[config.mk]
export PLATFORM = sky130hd
export DESIGN_NAME = counter_arbiter
export DESIGN_NICKNAME = d
export VERILOG_FILES = /design/src/rtl/counter_arbiter.sv
export SDC_FILE = /design/constraint.sdc
export NUM_CORES = 1
export LEC_CHECK = 0
export CAP_MARGIN = 10
export CORE_MARGIN = 3
export CORE_UTILIZATION = 40
export DETAILED_ROUTE_END_ITERATION = 16
export PLACE_DENSITY = 0.75
export SLEW_MARGIN = 20
export SYNTH_ARGS = -nofsm -noshare
export SYNTH_HDL_FRONTEND = slang
export SYNTH_SLANG_ARGS = --single-unit
export TNS_END_PERCENT = 20
[constraint.sdc]
create_clock -name clk -period 2.7 [get_ports clk]
set_clock_uncertainty 0.05 [all_clocks]
set_input_delay 0.27 -clock clk [delete_from_list [all_inputs] [get_ports clk]]
set_output_delay 0.27 -clock clk [all_outputs]
set_load 0.02 [all_outputs]
[src/rtl/counter_arbiter.sv]
`default_nettype none
// +----------------------------------------------------------------------------+
// | Module      : counter_arbiter                                              |
// | Description : Round-robin arbiter sharing one down-counter between two     |
// |               requesters; runs len+1 cycle intervals with a done pulse.    |
// | Revision    : 1.0 - initial release                                        |
// +----------------------------------------------------------------------------+
module counter_arbiter #(
   parameter int WIDTH = 4
) (
   input  logic             clk,
   input  logic             rst,
   input  logic             req0,
   input  logic [WIDTH-1:0] len0,
   input  logic             req1,
   input  logic [WIDTH-1:0] len1,
   output logic             gnt0,
   output logic             gnt1,
   output logic             done0,
   output logic             done1,
   output logic             busy,
   output logic [WIDTH-1:0] count
);

   typedef enum logic [1:0] {
      S_IDLE = 2'd0,
      S_RUN  = 2'd1,
      S_DONE = 2'd2
   } state_t;

   localparam logic [WIDTH-1:0] c_zero = '0;
   localparam logic [WIDTH-1:0] c_one  = {{(WIDTH-1){1'b0}}, 1'b1};

   state_t           r_state, w_state;
   logic             r_gnt0, w_gnt0;
   logic             r_gnt1, w_gnt1;
   logic             r_done0, w_done0;
   logic             r_done1, w_done1;
   logic             r_busy, w_busy;
   logic [WIDTH-1:0] r_count, w_count;
   logic             r_last, w_last;
   logic             w_own_req;

   always_ff @(posedge clk or negedge rst) begin
      if (!rst) begin
         r_state <= S_IDLE;
         r_gnt0  <= 1'b0;
         r_gnt1  <= 1'b0;
         r_done0 <= 1'b0;
         r_done1 <= 1'b0;
         r_busy  <= 1'b0;
         r_count <= c_zero;
         r_last  <= 1'b1;
      end else begin
         r_state <= w_state;
         r_gnt0  <= w_gnt0;
         r_gnt1  <= w_gnt1;
         r_done0 <= w_done0;
         r_done1 <= w_done1;
         r_busy  <= w_busy;
         r_count <= w_count;
         r_last  <= w_last;
      end
   end

   always_comb begin
      w_state   = r_state;
      w_gnt0    = r_gnt0;
      w_gnt1    = r_gnt1;
      w_done0   = 1'b0;
      w_done1   = 1'b0;
      w_count   = r_count;
      w_last    = r_last;
      // While running, r_last always names the current owner.
      w_own_req = r_last ? req1 : req0;

      case (r_state)
         S_IDLE: begin
            w_gnt0  = 1'b0;
            w_gnt1  = 1'b0;
            w_count = c_zero;
            if (req0 && (!req1 || r_last)) begin
               w_state = S_RUN;
               w_gnt0  = 1'b1;
               w_count = len0;
               w_last  = 1'b0;
            end else if (req1) begin
               w_state = S_RUN;
               w_gnt1  = 1'b1;
               w_count = len1;
               w_last  = 1'b1;
            end
         end
         S_RUN: begin
            if (!w_own_req) begin
               w_state = S_IDLE;
               w_gnt0  = 1'b0;
               w_gnt1  = 1'b0;
               w_count = c_zero;
            end else if (r_count != c_zero) begin
               w_count = r_count - c_one;
            end else begin
               w_state = S_DONE;
               w_gnt0  = 1'b0;
               w_gnt1  = 1'b0;
               w_done0 = !r_last;
               w_done1 = r_last;
               w_count = c_zero;
            end
         end
         S_DONE: begin
            w_state = S_IDLE;
            w_gnt0  = 1'b0;
            w_gnt1  = 1'b0;
            w_count = c_zero;
         end
         default: begin
            w_state = S_IDLE;
            w_gnt0  = 1'b0;
            w_gnt1  = 1'b0;
            w_count = c_zero;
         end
      endcase

      w_busy = (w_state != S_IDLE);
   end

   assign gnt0  = r_gnt0;
   assign gnt1  = r_gnt1;
   assign done0 = r_done0;
   assign done1 = r_done1;
   assign busy  = r_busy;
   assign count = r_count;

endmodule
`default_nettype wire

# Word-level counts from Yosys, hierarchy flattened
# Index checks and enable logic that the tools add are counted.
[word_totals]
input_bits = 12
elab_cells = 46
reg_bits = 12
output_inout_bits = 9
[classes]
n_eq_ne = 2
mux = 26
reduce_logical = 9
n_addsub = 1
[op_table]
columns = ["operator", "n"]
rows = [
  ["$mux W4", 4],
  ["$mux W1", 14],
  ["$mux W2", 4],
  ["$pmux W4 S2", 1],
  ["$pmux W1 S2", 2],
  ["$pmux W2 S2", 1],
  ["$reduce_bool A2 Y1", 2],
  ["$reduce_bool A4 Y1", 1],
  ["$sub A4 B1 Y4 const B", 1],
  ["$ne A3 B3 Y1 const B", 1],
  ["$eq A2 B1 Y1 const B", 1],
  ["$logic_not A1 Y1", 2],
  ["$logic_not A2 Y1", 1],
  ["$reduce_and A2 Y1", 1],
  ["$logic_and A1 B1 Y1", 1],
  ["$logic_or A1 B1 Y1", 1],
]

# Longest topological paths before layout
[logic_depth]
word_depth = 6
ltp_mapped = 6
mapped_depth_nobuf = 6

# Worst setup path before layout
# Ideal clock, no wire load.
[synth_timing]
path_type = "reg2reg"
startpoint = "register r_count[0], in the netlist count[0]"
endpoint = "register r_count[2], in the netlist count[2]"
t_arrival_ns = 1.550
path_stages_with_launch = 7
t_required_ns = 2.522
synth_period_minus_slack_ns = 1.728
path_slack_ns = 0.972
setup_time_ns = 0.128
n_path_buf = 0
cell_sequence = "dfrtp_1 > inv_1 > ha_1 > nor3b_1 > nor4b_4 > a222oi_1 > nor2_1"
[synth_via]
elab_chain_len = 4
word_cells_on_any_way = 5
cone_classes = "add/sub: 1; mux: 3; reduce/logical: 1"
[synth_rtl]
columns = ["item", "line", "rtl"]
rows = [
  ["start: declaration", "40", "logic [WIDTH-1:0] r_count, w_count;"],
  ["start signal: assignment", "52", "r_count <= c_zero;"],
  ["start signal: assignment", "61", "r_count <= w_count;"],
  ["$sub A4 B1 Y4 or $reduce_bool A4 Y1 (tied branches)", "101, 100", ""],
  ["$mux W4 *", "100", "end else if (r_count != c_zero) begin"],
  ["$mux W4 *", "95", "if (!w_own_req) begin"],
  ["$pmux W4 S2 *", "77", "case (r_state)"],
  ["via w_count[2]", "40", ""],
]
# Mark *: on every way through the listed nets, which the timed path passes. The rest lies on a longest branch.
# A chain may end at the register's enable or synchronous reset.

# Worst setup path after layout
# Ends and elaborated chain as after synthesis.

==> flow_summary.toml <==
[placement]
portBuffers = 20
gp_congestion = 0.780
post-dp-hpwl_um = 878

[power_and_ir_drop]
power_mw = 0.863
leakage_nw = 0.368
ir_worst_vdd_v = 0.000438
power_density_mw_per_mm2 = 1060

[timing]
setup_viol = 0
slew_violations = 0
rsz0062_at_grt = "false"
slew_headroom_pct = 64.0
worst_pin_slew_ns = 0.538
fmax_ghz = 0.545
min_period_over_period_pct = 68.0
min_period_ns = 1.84
hold_viol = 0
final.setup.tns_ns = 0

[clock_network]
cts_root_buf = "clkbuf_4"
htree_levels = 1
numCtsBuffers = 3
cts_buffer_depth = 2
clock_latency_ns = 0.27
cts_tree = "yes"
cts_setup_buffers = 0
clk_pin_slew_ns = 0.08
clock_sinks = 12
cts_resized = 0
hold_buffers = 0

[global_route]
grt_pass1_wl_um = 1990
antenna_found_initial = 0
grt_pass1_vias = 435
grt-ovfl-total = 0
grt_use_total_pct = 14.0
grt_max_degree = 13

[critical_path]
r2r-end = "count[2]$_DFF_PN0_"
cp-end-kind = "register"
rr_startpoint = "count[0]$_DFF_PN0_"
worst_setup_path_start_kind = "register"
worstSetupPathType = "reg2reg"
cp_max_fo = 7
reg2reg_depth = 6
crit_required_ns = 2.81
critPathArrivalTime_ns = 1.94
rrSetupSlack_ns = 0.86

[hold_path]
hold_path.class = "in2async"

[drt]
wl_um = 1220
wl_met2_um = 521
wl_met3_um = 108
drt_iter0_drc = 24
post-route-drc-count = 0
ant_nets = 0
viasPerCell = 5.34
first_pass_iters = 6
wl_met1_um = 579
dr_total_vias = 486
wl_per_cell_um = 13.4
highest_layer = "met4"

[layout]
final-seq-area_um2 = 302
multiInputGateArea_um2 = 255
synthToLayoutAreaGrowth_pct = 40.4
drive_gt1_share_pct = 6.58
fillerInstances = 114
final_nets = 90
antennaDiodeCount = 0

[synthesis]
syn_nets = 66
syn_area_um2 = 579
synthCells = 53
synthTopCellsByArea = "dfrtp_1, dfstp_2, nor4b_4, a222oi_1, nand2_1"
ys_seq_area_share_pct = 52.1
synth_cell_types = 28
synth_top_area_cell = "dfrtp_1"
synthTopCellsByCount = "dfrtp_1, nand2_1, nor2_1"
ys_ff_latch = 12
synthArstFlopShare_pct = 100
synth_edf_count = 0
synthFlopType = "dfrtp_1"
synth_most_common_cell = "dfrtp_1"
synth.top_cell.area_share_pct = 47.5
yosysWarnings = 0
syn_avg_cell_area_um2 = 10.9

[die]
die_area_mm2 = 0.00194
die_w_um = 44.1
fp.dieH_um = 44.1
num_rows = 13
fp.coreArea_mm2 = 0.00133
pin_count = 21
start_util_pct = 43.4

[flow_run]
drv_cap = 0

[status]
outcome = "finished clean"
[through the flow]
stage	setup slack, ns	hold slack, ns	util (%)	instance area, µm²	cells
2_1_floorplan	0.972	-0.0756	-	579	53
3_3_place_gp	0.832	0.419	59.0	787	87
3_5_place_dp	0.830	0.419	59.0	787	87
4_1_cts	0.855	0.317	61.0	813	91
5_1_grt	0.725	0.336	61.0	813	91
6_report	0.864	0.292	61.0	813	91
[critical path: stages, from the launching register on]
cell      delay, ns
dfrtp_1        0.41
inv_1          0.08
ha_1           0.17
nor3b_1        0.46
nor4b_4        0.13
a222oi_1       0.34
nor2_1         0.07
[cell type report]
type	instances	share of cell area (%)
Sequential cell	12	37.1
Timing Repair Buffer	20	24.6
Inverter	3	1.38
Multi-Input combinational cell	37	31.4
Clock buffer	4	3.23
Tap cell	15	2.31
[state kept, by name, indices dropped and copies added, names as in the netlist]
register and count:
gnt0 1, r_state 2, r_last 1, done0 1, busy 1, gnt1 1, done1 1, count 4
[layout by cell type, fill, tap and decap left out]
cell,Yosys,final
o21ai_0,2,2
and2_1,1,1
dfstp_2,1,1
nor2_1,4,4
a22oi_1,1,1
and3b_1,1,1
a32o_1,1,1
a21oi_1,2,2
clkdlybuf4s50_1,0,20
a31oi_1,1,1
nand2_1,5,5
clkbuf_1,0,1
nand4_1,1,1
xor2_1,2,2
nor4b_4,1,1
ha_1,1,1
nor3b_1,2,2
and3_1,2,2
or2b_1,1,1
dfrtp_1,11,11
clkbuf_4,0,3
nor3_1,1,1
a211oi_1,1,1
mux2i_1,1,1
nor2b_1,1,1
a222oi_1,2,2
nand2b_1,1,1
nand3_1,1,1
inv_1,3,3
a21o_1,1,1
[logic make-up (layout without fill, tap and decap cells)]
logic type	count (synthesis)	in the layout	synth area share (%)
mux	1	1	1.73
buf+inv	4	27	3.89
fa+ha+maj	1	1	2.16
compound gates	11	11	13.6
flops	12	12	52.1
xor+xnor	2	2	3.02
simple gates	22	22	23.5
[metal layers]
layer / track usage, % / vias to the layer above
met5: 0 / -
met2: 19.2 / 27
met1: 21.7 / 220
li1: - / 237
met4: 5.42 / 0
met3: 2.44 / 2
[power by group]
| part | total, mW | leakage (nW) | switching, mW | internal, mW |
|---|---|---|---|---|
| registers | 0.324 | 0.153 | 0.0696 | 0.255 |
| clock network | 0.117 | 0.0150 | 0.0598 | 0.0571 |
| logic | 0.422 | 0.200 | 0.212 | 0.210 |
[how the worst max path moves through the flow]
stage                       startpoint                 end  slack, ns
detailed placement                req0  count[2]$_DFF_PN0_       0.83
global placement                  req1  count[1]$_DFF_PN0_       0.83
floorplan           count[0]$_DFF_PN0_  count[2]$_DFF_PN0_       0.97
finish              count[0]$_DFF_PN0_  count[2]$_DFF_PN0_       0.86
CTS                 count[0]$_DFF_PN0_  count[2]$_DFF_PN0_       0.85
global route        count[0]$_DFF_PN0_  count[2]$_DFF_PN0_       0.72
Power figures use the tool's default switching activity.
==> variant: new RTL, same flow settings <==
`WIDTH`: 4 -> 6.
--- a/src/rtl/counter_arbiter.sv
+++ b/src/rtl/counter_arbiter.sv
@@ -7,5 +7,5 @@
 // +----------------------------------------------------------------------------+
 module counter_arbiter #(
-   parameter int WIDTH = 4
+   parameter int WIDTH = 6
 ) (
    input  logic             clk,
Ports: changed (resized count, len0 and len1); port bits go from 21 to 27. No check against the original RTL was run, so the function may have changed too.
==> variant against the original RTL <==
  * Setup slack better by 0.039 ns
  * Routed wire length grew 35%
  * Critical path depth did not move
  * Non-clock buffer count rose by 7
  * Via count rose by 22%
  * Power grew 26%
  * Cell area increased by 22%
  * Sequential cell count grew 2
  * Area after synthesis increased by 20%
  * Synthesized cell count up 15%
  * Maximum frequency rose by 2.2%
==> variant: results (changes against the original RTL) <==
[metrics] Global Route Usage Sum: 16.1% (+2.1 points)
[metrics] via-per-instance ratio: 5.58 (+4.6%)
[metrics] Slowest cell on crit path: sky130_fd_sc_hd__a2111oi_4
[metrics] iteration-0 DRC count of the detailed router: 26 (+8.3%)
[metrics] pin count of the biggest net entering global routing: 15 (+2)
[metrics] worst endpoint data arrival time: 1.96 ns (+0.02 ns)
[metrics] global-route wire length before repair: 2480 um (+24%)
[metrics] share of the yosys chip area belonging to registers: 50.7% (-1.3 points)
[metrics] relative slew slack: 58.7% (-5.3 points)
[metrics] worst-path fanout max: 8 (+1)
[metrics] number of input and output port buffers inserted: 26 (+30%)
[metrics] wire length on met1: 714 um (+23%)
[metrics] share of layout cells above drive strength 1: 8.89% (+2.3 points)
[metrics] largest stage delay on the critical path: 0.53 ns (+0.07 ns)
[metrics] status: finished clean
[metrics] total length of routed met2 wires: 839 um (+61%)
[metrics] met1 track demand over resource in global routing: 21.9% (+0.23 points)
[metrics] kind of cell adding the most delay to the critical path: compound AO/OA/AOI/OAI gates
[metrics] dominant cells by area after synthesis: sky130_fd_sc_hd__dfrtp_1 (47%), sky130_fd_sc_hd__a222oi_1 (7.2%), sky130_fd_sc_hd__inv_1 (4.9%)
[metrics] static leakage power: 0.447 nW (+22%)
[metrics] Routed Wire Length: 1650 um (+35%)
[metrics] Post-Synthesis Net Count: 78 (+18%)
[metrics] max reg flops: 6 (+2)
[metrics] Final #Nets: 108 (+20%)
[metrics] via count of the first global-routing pass: 574 (+32%)
variant: cell count changes after synthesis, moves of 2 or more:
cell	delta
sky130_fd_sc_hd__inv_1	+6
sky130_fd_sc_hd__nand2_1	-4
sky130_fd_sc_hd__a222oi_1	+3
sky130_fd_sc_hd__and3_1	-2
sky130_fd_sc_hd__dfrtp_1	+2
sky130_fd_sc_hd__nor2_1	+2
sky130_fd_sc_hd__nor3b_1	-2
sky130_fd_sc_hd__xnor2_1	+2
variant: power by group:
group	switching [mW]	internal, mW
registers	0.0875	0.295
clock network	0.0669	0.0820
logic	0.284	0.274
total	0.438	0.651
variant: cell families (layout without fill, tap and decap cells):
group / Yosys count / count (layout) / share of synthesized area (%)
AO/OA/AOI/OAI: 17 / 17 / 22.9
flip-flops: 14 / 14 / 50.7
AND/OR/NAND/NOR: 13 / 13 / 9.93
buffers and inverters: 11 / 40 / 8.12
XOR/XNOR: 4 / 4 / 5.06
adder cells (fa/ha/maj): 1 / 1 / 1.80
multiplexers: 1 / 1 / 1.44
variant: layout make-up:
type	instances	area (um^2)
Tap cell	16	20.0
Inverter	9	33.8
Timing Repair Buffer	27	268
Multi-Input combinational cell	36	285
Clock buffer	4	36.3
Sequential cell	14	352
Fill cell	135	582
variant: worst paths after layout:
check / startpoint / to / slack, ns / depth (start not counted)
worst min-delay path: rst / count[4] / 0.32 / 1
worst min register to register: gnt0 / gnt0 / 0.45 / 1
max in group asynchronous: rst / gnt0 / 1.88 / 1
worst max register to register: count[0] / count[1] / 0.90 / 6
worst max-delay path: count[0] / count[1] / 0.90 / 6
min in group clk: gnt0 / gnt0 / 0.45 / 1
variant: through the flow:
stage / instances / cell area, um^2
after detailed placement: 102 / 958
after floorplan: 61 / 693
after global placement: 102 / 958
after CTS: 106 / 995
after global routing: 106 / 995
final: 106 / 995
